==> config.mk <==
export PLATFORM = sky130hd
export DESIGN_NAME = cpu_sequencer
export DESIGN_NICKNAME = d
export VERILOG_FILES = /design/src/rtl/cpu_sequencer.sv
export SDC_FILE = /design/constraint.sdc
export NUM_CORES = 1
export LEC_CHECK = 0
export ABC_AREA = 1
export BUFFER_PORTS_ARGS = -buffer_cell sky130_fd_sc_hd__buf_4
export CAP_MARGIN = 0
export CORE_MARGIN = 2
export CORE_UTILIZATION = 30
export DETAILED_ROUTE_END_ITERATION = 16
export GPL_TIMING_DRIVEN = 1
export MAX_ROUTING_LAYER = met4
export PLACE_DENSITY = 0.56
export SLEW_MARGIN = 5
export SYNTH_ARGS = -nofsm -noshare
export SYNTH_HDL_FRONTEND = slang
export SYNTH_SLANG_ARGS = --single-unit
==> constraint.sdc <==
create_clock -name clk -period 2.65 [get_ports clk]
set_input_delay 0.3975 -clock clk [delete_from_list [all_inputs] [get_ports clk]]
set_output_delay 0.3975 -clock clk [all_outputs]
set_load 0.02 [all_outputs]
==> src/rtl/cpu_sequencer.sv <==
// cpu_sequencer: multi-cycle FETCH/DECODE/EXEC/WB control for an R-type datapath.
// Ports: clk, reset (async active-low), start/clear/n_instr run control;
//   imem_req/imem_ack/instr fetch handshake; pc_en/rf_en/rf_we/alu_func/ir datapath
//   controls; busy/done/illegal/retired status. Optional: `SEQ_TIMEOUT_EN` fetch timeout.
module cpu_sequencer #(
  parameter int CNT_W = 16,
  parameter int TMO_W = 8
) (
  input  logic             clk,
  input  logic             reset,
  input  logic             start,
  input  logic             clear,
  input  logic [CNT_W-1:0] n_instr,
  output logic             imem_req,
  input  logic             imem_ack,
  input  logic [31:0]      instr,
  output logic             pc_en,
  output logic             rf_en,
  output logic             rf_we,
  output logic [1:0]       alu_func,
  output logic [31:0]      ir,
  output logic             busy,
  output logic             done,
  output logic             illegal,
  output logic [CNT_W-1:0] retired
);

  typedef enum logic [2:0] {
    S_IDLE,
    S_FETCH,
    S_DECODE,
    S_EXEC,
    S_WB,
    S_HALT
  } state_t;

  state_t           state;
  logic [CNT_W-1:0] n_q;
  logic [CNT_W-1:0] ret_inc;
  logic             dec_ok;
  logic [1:0]       dec_func;
  logic [5:0]       funct;

`ifdef SEQ_TIMEOUT_EN
  logic [TMO_W-1:0] tmo;
`else
  logic [TMO_W-1:0] unused_tmo;
  assign unused_tmo = '0;
`endif

  assign funct = ir[5:0];

  // Saturating increment of the retired count.
  assign ret_inc = (&retired) ? retired
                 : retired + {{(CNT_W-1){1'b0}}, 1'b1};

  always_comb begin
    dec_ok   = (ir[31:26] == 6'd0);
    dec_func = 2'b00;
    unique case (1'b1)
      (funct == 6'h20): dec_func = 2'b00;
      (funct == 6'h22): dec_func = 2'b01;
      (funct == 6'h24): dec_func = 2'b10;
      (funct == 6'h25): dec_func = 2'b11;
      default:          dec_ok   = 1'b0;
    endcase
  end

  // Outputs are registered alongside the state so each reflects the
  // state being entered; nothing combinational reaches a port.
  always_ff @(posedge clk or negedge reset) begin
    if (!reset) begin
      state    <= S_IDLE;
      n_q      <= '0;
      imem_req <= 1'b0;
      pc_en    <= 1'b0;
      rf_en    <= 1'b0;
      rf_we    <= 1'b0;
      alu_func <= 2'b00;
      ir       <= '0;
      busy     <= 1'b0;
      done     <= 1'b0;
      illegal  <= 1'b0;
      retired  <= '0;
`ifdef SEQ_TIMEOUT_EN
      tmo      <= '0;
`endif
    end else begin
      done  <= 1'b0;
      pc_en <= 1'b0;
      rf_we <= 1'b0;
      if (clear) begin
        state    <= S_IDLE;
        imem_req <= 1'b0;
        rf_en    <= 1'b0;
        busy     <= 1'b0;
        illegal  <= 1'b0;
        retired  <= '0;
      end else begin
        unique case (state)
          S_IDLE: begin
            if (start) begin
              n_q      <= n_instr;
              retired  <= '0;
              state    <= S_FETCH;
              imem_req <= 1'b1;
              busy     <= 1'b1;
`ifdef SEQ_TIMEOUT_EN
              tmo      <= '0;
`endif
            end
          end
          S_FETCH: begin
            if (imem_ack) begin
              ir       <= instr;
              state    <= S_DECODE;
              imem_req <= 1'b0;
`ifdef SEQ_TIMEOUT_EN
            end else if (&tmo) begin
              illegal  <= 1'b1;
              state    <= S_HALT;
              imem_req <= 1'b0;
            end else begin
              tmo <= tmo + 1'b1;
`endif
            end
          end
          S_DECODE: begin
            if (dec_ok) begin
              alu_func <= dec_func;
              rf_en    <= 1'b1;
              state    <= S_EXEC;
            end else begin
              illegal <= 1'b1;
              state   <= S_HALT;
            end
          end
          S_EXEC: begin
            rf_we <= 1'b1;
            pc_en <= 1'b1;
            state <= S_WB;
          end
          S_WB: begin
            retired <= ret_inc;
            rf_en   <= 1'b0;
            if ((n_q != '0) && (ret_inc == n_q)) begin
              done  <= 1'b1;
              busy  <= 1'b0;
              state <= S_IDLE;
            end else begin
              imem_req <= 1'b1;
              state    <= S_FETCH;
`ifdef SEQ_TIMEOUT_EN
              tmo      <= '0;
`endif
            end
          end
          S_HALT: begin
            state <= S_HALT;
          end
          default: begin
            state    <= S_IDLE;
            imem_req <= 1'b0;
            rf_en    <= 1'b0;
            busy     <= 1'b0;
          end
        endcase
      end
    end
  end

endmodule

==> flow_summary.yaml, run 1 <==
floorplan:
  die_area_sq_um: 14000
  die_w_um: 118
  dieHeight_um: 118
  initial_core_util_pct: 30.9
  num_rows: 41
  ios: 110
  core_region_area_sq_um: 12700
grt:
  grt.overflow.total: 0
  grt_pass1_vias: 3731
  antenna_found_initial: 0
  grt_use_total_pct: 17.0
  grt_max_degree: 76
  grt_pass1_wl_um: 18300
finish:
  drive_above_1_share_pct: 29.0
  final_nets: 645
  num_antenna_cells: 0
  final_core_util_pct: 41.2
  stdcell_area_sq_um: 5230
  area_growth_pct: 33.5
  final_cells: 768
sta:
  setup_ws_ns: 0.270
  fmax_ghz: 0.420
  hold_viol: 0
  finalCriticalPeriod_ns: 2.38
  finalSetupViolations: 0
  slew_headroom_pct: 34.8
  maxSlewViolCount: 0
  skew_ns: 0.00903
  fin_setup_tns_ns: 0
  tightestPinTransition_ns: 0.978
  period_share_pct: 89.8
  rsz0062_at_grt: "false"
worst_setup_path:
  crit_required_ns: 2.87
  criticalPathCategory: "flop to flop"
  worstSetupEndpointType: "flop"
  critPathArrivalTime_ns: 2.60
  cp_max_fo: 5
  slowest_delay_ns: 0.43
  critPathLaunch: "retired[1]"
  crit_slowest_cell: "dfrtp_1"
  cp_common_cell: "nand2_1"
  r2r-start: "retired[1]"
  cp-start-kind: "flop"
  path_cells: "ha_1 -> nand3_2 -> nor2_1 -> xor2_1 -> nand2_1 -> nand2_1 -> nand2_1 -> nor2_1 -> nand2_1 -> nor2_1 -> nand3_1 -> nand3_1 -> nand3_1 -> nand2_1 -> nand2_1"
yosys:
  yosysTopAreaCell: "dfrtp_1"
  syn-num-nets: 532
  syn_inst: 478
  synth_fa_ha_area_share_pct: 0.320
  synth_compound_area_share_pct: 6.17
  synth_edf_count: 0
  ys_seq_area_share_pct: 47.9
  ys.warnings.count: 0
  yosysMostFrequentCell: "nand2_1"
  synthSimpleGateAreaFrac_pct: 28.4
  yosys-top-cells-area: "dfrtp_1 48%, nand2_1 11%, mux2_2 9.5%"
  syn-mean-instance-area_sq_um: 8.19
  synthXorXnorAreaFrac_pct: 0.895
  synth_seq_cells: 75
  synth_cell_types: 31
  yosys.area.top_type_share_pct: 47.9
  syn_area_sq_um: 3920
  synthTopCellsByCount: "116 x nand2_1, 75 x dfrtp_1, 64 x nor2_1"
  synth_top_family_by_area: "simple AND/OR/NAND/NOR gates"
  async_reset_ff_share_pct: 100
  muxShareOfSynthArea_pct: 9.49
  synth-main-ff-cell: "dfrtp_1"
clocking:
  cts_tree: "built"
  clk_path_buf_depth: 2
  hold_buffers: 0
  clockRootBuffer: "clkbuf_16"
  clkSinkCount: 75
  cts_resized: 0
  htree_num_levels: 3
  clock_latency_ns: 0.34
  numCtsBuffers: 9
  path_clk_slew_ns: 0.06
route:
  first_iter_violations: 217
  drtPass1Iterations: 5
  routedWlPerCell_um: 14.6
  drc: 0
  num_vias: 3607
  viasPerCell: 4.70
  drt_wl_total_um: 11200
  antenna_left: 0
place:
  dp_cells: 750
  dp_slack_ns: 0.280
  port_buffers: 109
  routabilityCongestion: 0.917
  hpwlAfterDp_um: 8560
  post_dp_cell_area_sq_um: 4920
power:
  powerDensity_nw_per_um2: 960
  ir_drop_mv: 0.632
  power_leakage_nw: 2.69
status:
  status: "completed"
hold_path:
  min_path_type: "input port to asynchronous set/reset pin"
run:
  drv_cap: 0
area by class of cell:
type / count / area, sq um
repair buffers: 115 / 863
inverters: 55 / 206
multi-input cells: 335 / 1770
well taps: 172 / 215
clock buffers: 15 / 288
clock inverters: 1 / 5.00
fillers: 1310 / 7440
flip-flops and latches: 75 / 1880
repair_timing:
action	in CTS	in global routing
buffers inserted	0	2
endpoints found under the hold margin	0	0
endpoints found under the setup margin	0	1
per-stage QoR:
stage | hold WS (ns) | total power, mW
final | 0.159 | 5.02
after global routing | 0.277 | 5.32
after CTS | 0.265 | 5.07
after detailed placement | 0.466 | 3.84
after global placement | 0.458 | 3.81
after floorplan | 0.102 | 3.00
where the power goes:
part	total (mW)	internal (mW)	switching, mW	leakage, nW
combinational	1.93	0.860	1.07	1.61
sequential	1.87	1.55	0.320	0.927
clock	1.21	0.736	0.477	0.146
critical path: cells and delay by family (launching register included):
kind	cells	cell delay, ns
xor+xnor	1	0.28
flops	1	0.43
simple gates	13	1.26
fa+ha+maj	1	0.27
layer usage:
| layer | share of wire (%) | vias up | track usage, % |
|---|---|---|---|
| met3 | 7.1 | 12 | 4.05 |
| met2 | 46 | 150 | 26.2 |
| met1 | 45 | 1663 | 21.3 |
| met4 | 1.8 | 0 | 7.00 |
| met5 | 0 | - | - |
| li1 | - | 1782 | - |
worst paths after layout:
path	depth (start not counted)	endpoint	slack [ns]
worst max-delay path	15	busy	0.27
worst min-delay path	1	retired[4]	0.16
worst max register to register	15	busy	0.27
worst min register to register	2	imem_req	0.49
max in group asynchronous	1	rf_we	1.80
min in group clk	2	state[2]	0.28
cells by family after synthesis:
family,Yosys count
adder cells (fa/ha/maj),1
XOR/XNOR,4
multiplexers,33
buffers and inverters,68
flip-flops,75
AO/OA/AOI/OAI,44
AND/OR/NAND/NOR,253
placed cells by master (no fill, tap or decap):
master       n
a211oi_1     1
a21boi_0     1
a21oi_1     18
a31o_2       1
and3_1       2
buf_4      115
clkbuf_1     2
clkbuf_16    9
clkbuf_8     4
clkinv_2     1
dfrtp_1     75
ha_1         1
inv_1       54
inv_2        1
mux2_2      33
nand2_1    116
nand2_2      1
nand2_4      1
nand3_1     38
nand3_2      1
nand3b_1     4
nand4_1     12
nor2_1      64
nor2_2       3
nor2_4       3
nor3_1       2
nor4_1       6
o21ai_0     14
o21ai_1      2
o21bai_1     1
o221ai_1     1
o22ai_1      5
xor2_1       4
sequential cells by signal (all words and copies together), names as in the netlist:
signal	cells
ir	32
n_q	16
retired	16
state	3
alu_func	2
busy	1
done	1
illegal	1
imem_req	1
rf_en	1
rf_we	1
No activity file was read; power rests on OpenSTA's default activity.
==> run 2: changes to the inputs <==
==> constraint.sdc (replaced) <==
create_clock -name clk -period 2.65 [get_ports clk]
set_input_delay 0.795 -clock clk [delete_from_list [all_inputs] [get_ports clk]]
set_output_delay 0.795 -clock clk [all_outputs]
set_load 0.02 [all_outputs]
==> run 2 against run 1 <==
- clock-buffer cell count is 5 lower
- sequential power hardly changed
- setup slack better by 0.019 ns
- combinational power hardly changed
- sequential cell count stayed put
- global-route usage is 0.38 points higher
- clock skew is 0.0042 ns lower
- register-to-register slack better by 0.02 ns
- via count is 0.14% lower
- critical path type unchanged
- critical endpoint unchanged
==> flow_summary.yaml, run 2 (synthesis results as in run 1) <==
sta:
  skew_ns: 0.00480
  fin_setup_tns_ns: 0
  finalSetupViolations: 0
  hold_viol: 0
  slew_headroom_pct: 63.0
  period_share_pct: 89.1
  finalCriticalPeriod_ns: 2.36
  fmax_ghz: 0.424
  rsz0062_at_grt: "false"
  tightestPinTransition_ns: 0.554
  maxSlewViolCount: 0
place:
  routabilityCongestion: 0.934
  port_buffers: 109
  hpwlAfterDp_um: 8660
worst_setup_path:
  crit_slowest_cell: "dfrtp_1"
  worstSetupEndpointType: "flop"
  slowest_delay_ns: 0.43
  ff2ff_path_depth: 16
  crit_cells: 16
  crit_required_ns: 2.87
  path_cells: "ha_1 -> nand3_2 -> nor2_4 -> nand2_4 -> nand2_1 -> inv_1 -> nand2_1 -> nand2_1 -> nor2_1 -> nand2_1 -> nor2_1 -> nand3_1 -> nand3_1 -> nand3_1 -> nand2_1 -> nand2_1"
  criticalPathCategory: "flop to flop"
  critPathArrivalTime_ns: 2.59
  worst_path_dominant_cell_family: "simple AND/OR/NAND/NOR gates"
  cp_common_cell: "nand2_1"
  cp_num_buf_inv: 1
  cp-start-kind: "flop"
  cp_max_fo: 17
finish:
  final_common_cell: "nand2_1"
  final_core_util_pct: 41.6
  regArea_sq_um: 1880
  reg_top3: "ir (32), n_q (16), retired (16)"
  fillers: 1324
  final_nets: 647
  largest_reg_flops: 32
  num_antenna_cells: 0
  layout_common_cells: "116 x nand2_1, 115 x buf_4, 75 x dfrtp_1"
  regMostFlops: "ir"
  area_growth_pct: 34.5
  drive_above_1_share_pct: 29.3
  multi_input_area_sq_um: 1770
run:
  drv_cap: 0
clocking:
  clkSinkCount: 75
  clockRootBuffer: "clkbuf_16"
  cts_resized: 0
  htree_num_levels: 3
  clk_path_buf_depth: 2
  numCtsBuffers: 9
  hold_buffers: 0
  clock_latency_ns: 0.34
  path_clk_slew_ns: 0.06
  postCtsSetupBuffers: 0
  cts_tree: "built"
route:
  routedWlPerCell_um: 14.3
  antenna_left: 0
  viasPerCell: 4.68
  drtPass1Iterations: 4
  drt_wl_total_um: 11000
  first_iter_violations: 150
  drc: 0
  num_vias: 3602
status:
  status: "completed"
grt:
  grt_pass1_vias: 3782
  grt_use_total_pct: 17.3
  grt_pass1_wl_um: 18700
  grt.overflow.total: 0
  grt_max_degree: 42
  antenna_found_initial: 0
power:
  power_mw: 5.03
  power_leakage_nw: 2.70
  ir_drop_mv: 0.617
  powerDensity_nw_per_um2: 956
hold_path:
  min_path_type: "input port to asynchronous set/reset pin"
floorplan:
  num_rows: 41
  dieHeight_um: 118
  die_area_sq_um: 14000
  core_region_area_sq_um: 12700
  initial_core_util_pct: 30.9
  ios: 110
  die_w_um: 118
## run 2: changes by cell type in the layout (fill, tap and decap cells not counted)
cell | previous run | this run
buf_12 | 0 | 2
bufinv_16 | 0 | 1
clkbuf_1 | 2 | 1
clkbuf_8 | 4 | 0
clkinv_2 | 1 | 0
clkinvlp_4 | 0 | 2
inv_6 | 0 | 2
## run 2: stage by stage
step / cell area (sq um) / cells / hold WS [ns] / setup slack (ns)
floorplan: 3920 / 478 / 0.499 / 0.444
global placement: 4970 / 754 / 0.460 / 0.304
detailed placement: 4970 / 754 / 0.467 / 0.297
CTS: 5270 / 769 / 0.460 / 0.288
global route: 5270 / 769 / 0.477 / 0.0112
finish: 5270 / 769 / 0.435 / 0.289
## run 2: cell type report
class	count	area share (%)
Clock buffer	10	4.35
Clock inverter	5	1.19
Inverter	55	3.92
Multi-Input combinational cell	335	33.7
Sequential cell	75	35.6
Tap cell	172	4.09
Timing Repair Buffer	117	17.2
## run 2: layer usage
| layer | global-route usage, % | wire (um) | share of wire [%] |
|---|---|---|---|
| met3 | 5.60 | 788 | 7.2 |
| met1 | 21.2 | 4910 | 45 |
| met4 | 5.95 | 215 | 2.0 |
| met2 | 27.0 | 5100 | 46 |
| met5 | - | 0 | 0 |
## run 2: final timing paths
path,startpoint,end,slack [ns]
max in group asynchronous,reset,ir[27],1.64
hold reg to reg,alu_func[1],alu_func[1],0.48
setup / recovery,retired[1],busy,0.29
min in group clk,alu_func[1],alu_func[1],0.48
hold / removal,reset,retired[1],0.43
setup reg to reg,retired[1],busy,0.29
## run 2: worst reg2reg max path, stage by stage (launching register included)
cell and delay [ns]:
dfrtp_1 0.43, ha_1 0.26, nand3_2 0.16, nor2_4 0.25
nand2_4 0.16, nand2_1 0.12, inv_1 0.06, nand2_1 0.08
nand2_1 0.06, nor2_1 0.13, nand2_1 0.07, nor2_1 0.10
nand3_1 0.11, nand3_1 0.08, nand3_1 0.07, nand2_1 0.06
nand2_1 0.04
## run 2: where the power goes
group / internal [mW] / switching [mW]
sequential: 1.55 / 0.313
combinational: 0.879 / 1.07
clock: 0.730 / 0.489
total: 3.16 / 1.87
==> run 3: changes to the inputs <==
--- a/config.mk
+++ b/config.mk
@@ -5,7 +5,6 @@
 export SDC_FILE = /design/constraint.sdc
 export NUM_CORES = 1
 export LEC_CHECK = 0
-export ABC_AREA = 1
 export BUFFER_PORTS_ARGS = -buffer_cell sky130_fd_sc_hd__buf_4
 export CAP_MARGIN = 0
 export CORE_MARGIN = 2
==> run 3 against run 2 <==
- sequential power is 16% lower
- critical path type unchanged
- power is 23% lower
- cell count is 7.0% lower
- largest power group is now sequential cells
- routed wire length rose by 6.8%
- critical endpoint is now state[0]
- clock skew grew 0.0031 ns
- non-clock buffer count is 49 higher
==> flow_summary.yaml, run 3 <==
status:
  status: "completed"
sta:
  slew_headroom_pct: 55.4
  finalCriticalPeriod_ns: 2.54
  period_share_pct: 95.9
  skew_ns: 0.00792
  tightestPinTransition_ns: 0.666
  finalSetupViolations: 0
  fmax_ghz: 0.393
  hold_viol: 0
  maxSlewViolCount: 0
grt:
  grt_pass1_vias: 3774
  antenna_found_initial: 0
  grt.overflow.total: 0
  grt_pass1_wl_um: 18900
  grt_max_degree: 44
  grt_use_total_pct: 17.4
hold_path:
  min_path_type: "input port to asynchronous set/reset pin"
run:
  drv_cap: 0
yosys:
  syn-num-nets: 443
  async_reset_ff_share_pct: 100
  yosys-top-cells-area: "dfrtp_1 47%, mux2_2 13%, a21oi_1 3.8%"
  synth_cell_types: 52
  synthSimpleGateAreaFrac_pct: 15.3
  synthTopCellsByCount: "75 x dfrtp_1, 47 x mux2_2, 33 x nor2_1"
  synth_fa_ha_area_share_pct: 0.316
  synth-main-ff-cell: "dfrtp_1"
  synth_edf_count: 0
  ys.warnings.count: 0
  synthXorXnorAreaFrac_pct: 4.20
  syn-mean-instance-area_sq_um: 10.2
  syn_inst: 389
  yosys.area.top_type_share_pct: 47.4
  syn_area_sq_um: 3960
  muxShareOfSynthArea_pct: 14.4
  yosysTopAreaCell: "dfrtp_1"
  synth_compound_area_share_pct: 13.8
  synth_seq_cells: 75
  ys_seq_area_share_pct: 47.4
  yosysMostFrequentCell: "dfrtp_1"
  synth_top_family_by_area: "simple AND/OR/NAND/NOR gates"
finish:
  num_antenna_cells: 0
  final_nets: 592
  area_growth_pct: 46.4
  final_cells: 715
  drive_above_1_share_pct: 49.4
  largest_reg_flops: 32
  layout_common_cells: "160 x buf_4, 72 x dfrtp_1, 47 x mux2_2"
  regMostFlops: "ir"
  regArea_sq_um: 1880
  final_common_cell: "buf_4"
  multi_input_area_sq_um: 2090
  fillers: 1184
  reg_top3: "ir (32), n_q (16), retired (16)"
worst_setup_path:
  criticalPathCategory: "flop to flop"
  slowest_delay_ns: 0.40
  path_cells: "ha_4 -> buf_6 -> nand3_4 -> nor3_4 -> buf_6 -> nand3_1 -> a21o_1 -> a2111oi_2 -> nand4_1 -> buf_4 -> a311oi_2 -> nor2_1"
  worstSetupEndpointType: "flop"
  cp_max_fo: 3
  cp-start-kind: "flop"
  r2r_setup_slack_ns: 0.11
  cp_num_buf_inv: 3
  critPathLaunch: "retired[0]"
  critPathArrivalTime_ns: 2.77
  worst_path_dominant_cell_family: "compound AO/OA/AOI/OAI gates"
  crit_slowest_cell: "dfrtp_2"
  crit_required_ns: 2.88
  r2r-start: "retired[0]"
  cp_common_cell: "buf_6"
clocking:
  path_clk_slew_ns: 0.06
  hold_buffers: 0
  clk_path_buf_depth: 2
  clockRootBuffer: "clkbuf_16"
  htree_num_levels: 3
  clkSinkCount: 75
  cts_tree: "built"
  numCtsBuffers: 9
  clock_latency_ns: 0.34
route:
  drtPass1Iterations: 4
  first_iter_violations: 189
  viasPerCell: 5.12
  antenna_left: 0
  routedWlPerCell_um: 16.5
  num_vias: 3663
  drc: 0
  drt_wl_total_um: 11800
power:
  swShare_pct: 31.0
  combPwrFrac_pct: 27.3
  pwr-share-seq_pct: 40.8
  power_leakage_nw: 2.61
  p_sw_mw: 1.20
  internal_power_mw: 2.66
  power_mw: 3.86
  ir_drop_mv: 0.465
  clock_power_share_pct: 32.0
  powerDensity_nw_per_um2: 666
floorplan:
  die_w_um: 119
  dieHeight_um: 119
  ios: 110
  num_rows: 41
  die_area_sq_um: 14100
  initial_core_util_pct: 31.0
  core_region_area_sq_um: 12800
place:
  hpwlAfterDp_um: 8670
  port_buffers: 109
  dp_cells: 691
  routabilityCongestion: 0.849
==> run 3: changes by cell type in the layout (fill, tap and decap cells not counted), sizes merged, moves of 8 or more <==
| cell | delta |
|---|---|
| a21oi | +12 |
| buf | +49 |
| inv | -46 |
| mux2 | +15 |
| nand2 | -94 |
| nand3 | -28 |
| nor2 | -36 |
| nor3 | +8 |
| xnor2 | +10 |
==> run 3: area by class of cell <==
cell class / instances / share of cell area, %
Multi-Input combinational cell: 275 / 36.0
Sequential cell: 75 / 32.4
Timing Repair Buffer: 166 / 22.1
Clock buffer: 12 / 4.25
Tap cell: 172 / 3.71
Clock inverter: 4 / 0.863
Inverter: 11 / 0.712
==> run 3: what timing repair did <==
action                     CTS  global route
setup buffers                0             7
setup endpoints to repair    3             4
pin swaps                    4            12
resized for setup            7            38
cloned                       0             1
==> run 3: power groups by stage <==
stage	sequential (mW)	clock [mW]	combinational [mW]
after detailed placement	1.59	0	1.04
after CTS	1.57	1.27	1.04
after floorplan	1.74	0	0.386
after global routing	1.61	1.32	1.13
after global placement	1.58	0	1.03
final	1.57	1.23	1.05
==> run 3: worst register-to-register path, delay by kind of cell (launching register included) <==
kind | cells | cell delay [ns]
fa+ha+maj | 1 | 0.15
compound gates | 3 | 0.71
buf+inv | 3 | 0.45
flops | 1 | 0.40
simple gates | 5 | 0.70
==> run 3: kinds of logic after synthesis <==
logic type               after synthesis
XOR/XNOR                              19
adder cells (fa/ha/maj)                1
flip-flops                            75
buffers and inverters                 40
AND/OR/NAND/NOR                      116
AO/OA/AOI/OAI                         87
multiplexers                          51
==> run 3: per-layer routing <==
layer / share of wire [%] / global-route usage (%) / up-vias / routed length [um]
li1: - / - / 1718 / -
met1: 45 / 22.1 / 1767 / 5270
met2: 46 / 26.3 / 156 / 5450
met3: 6.8 / 4.31 / 22 / 798
met4: 2.1 / 7.51 / 0 / 244
met5: 0 / - / - / 0
==> run 3: path summary, 6_finish.rpt <==
kind                                to  cells past startpoint
hold / removal             retired[10]                      1
max in group asynchronous       ir[20]                      2
setup / recovery              state[0]                     12
setup reg to reg              state[0]                     12
min in group clk               illegal                      2
hold reg to reg                illegal                      2
==> run 3: per-stage QoR <==
step / setup TNS (ns) / instance area, sq um / worst slack, ns / hold WS, ns / util [%]
6_report: 0 / 5800 / 0.108 / 0.407 / 45.4
5_1_grt: -0.125 / 5800 / -0.0652 / 0.444 / 45.4
4_1_cts: 0 / 5580 / 0.00516 / 0.418 / 43.7
3_5_place_dp: -0.275 / 5260 / -0.136 / 0.489 / 41.2
3_3_place_gp: -0.286 / 5260 / -0.144 / 0.486 / 41.2
2_1_floorplan: 0 / 3990 / 0.000228 / 0.499 / -
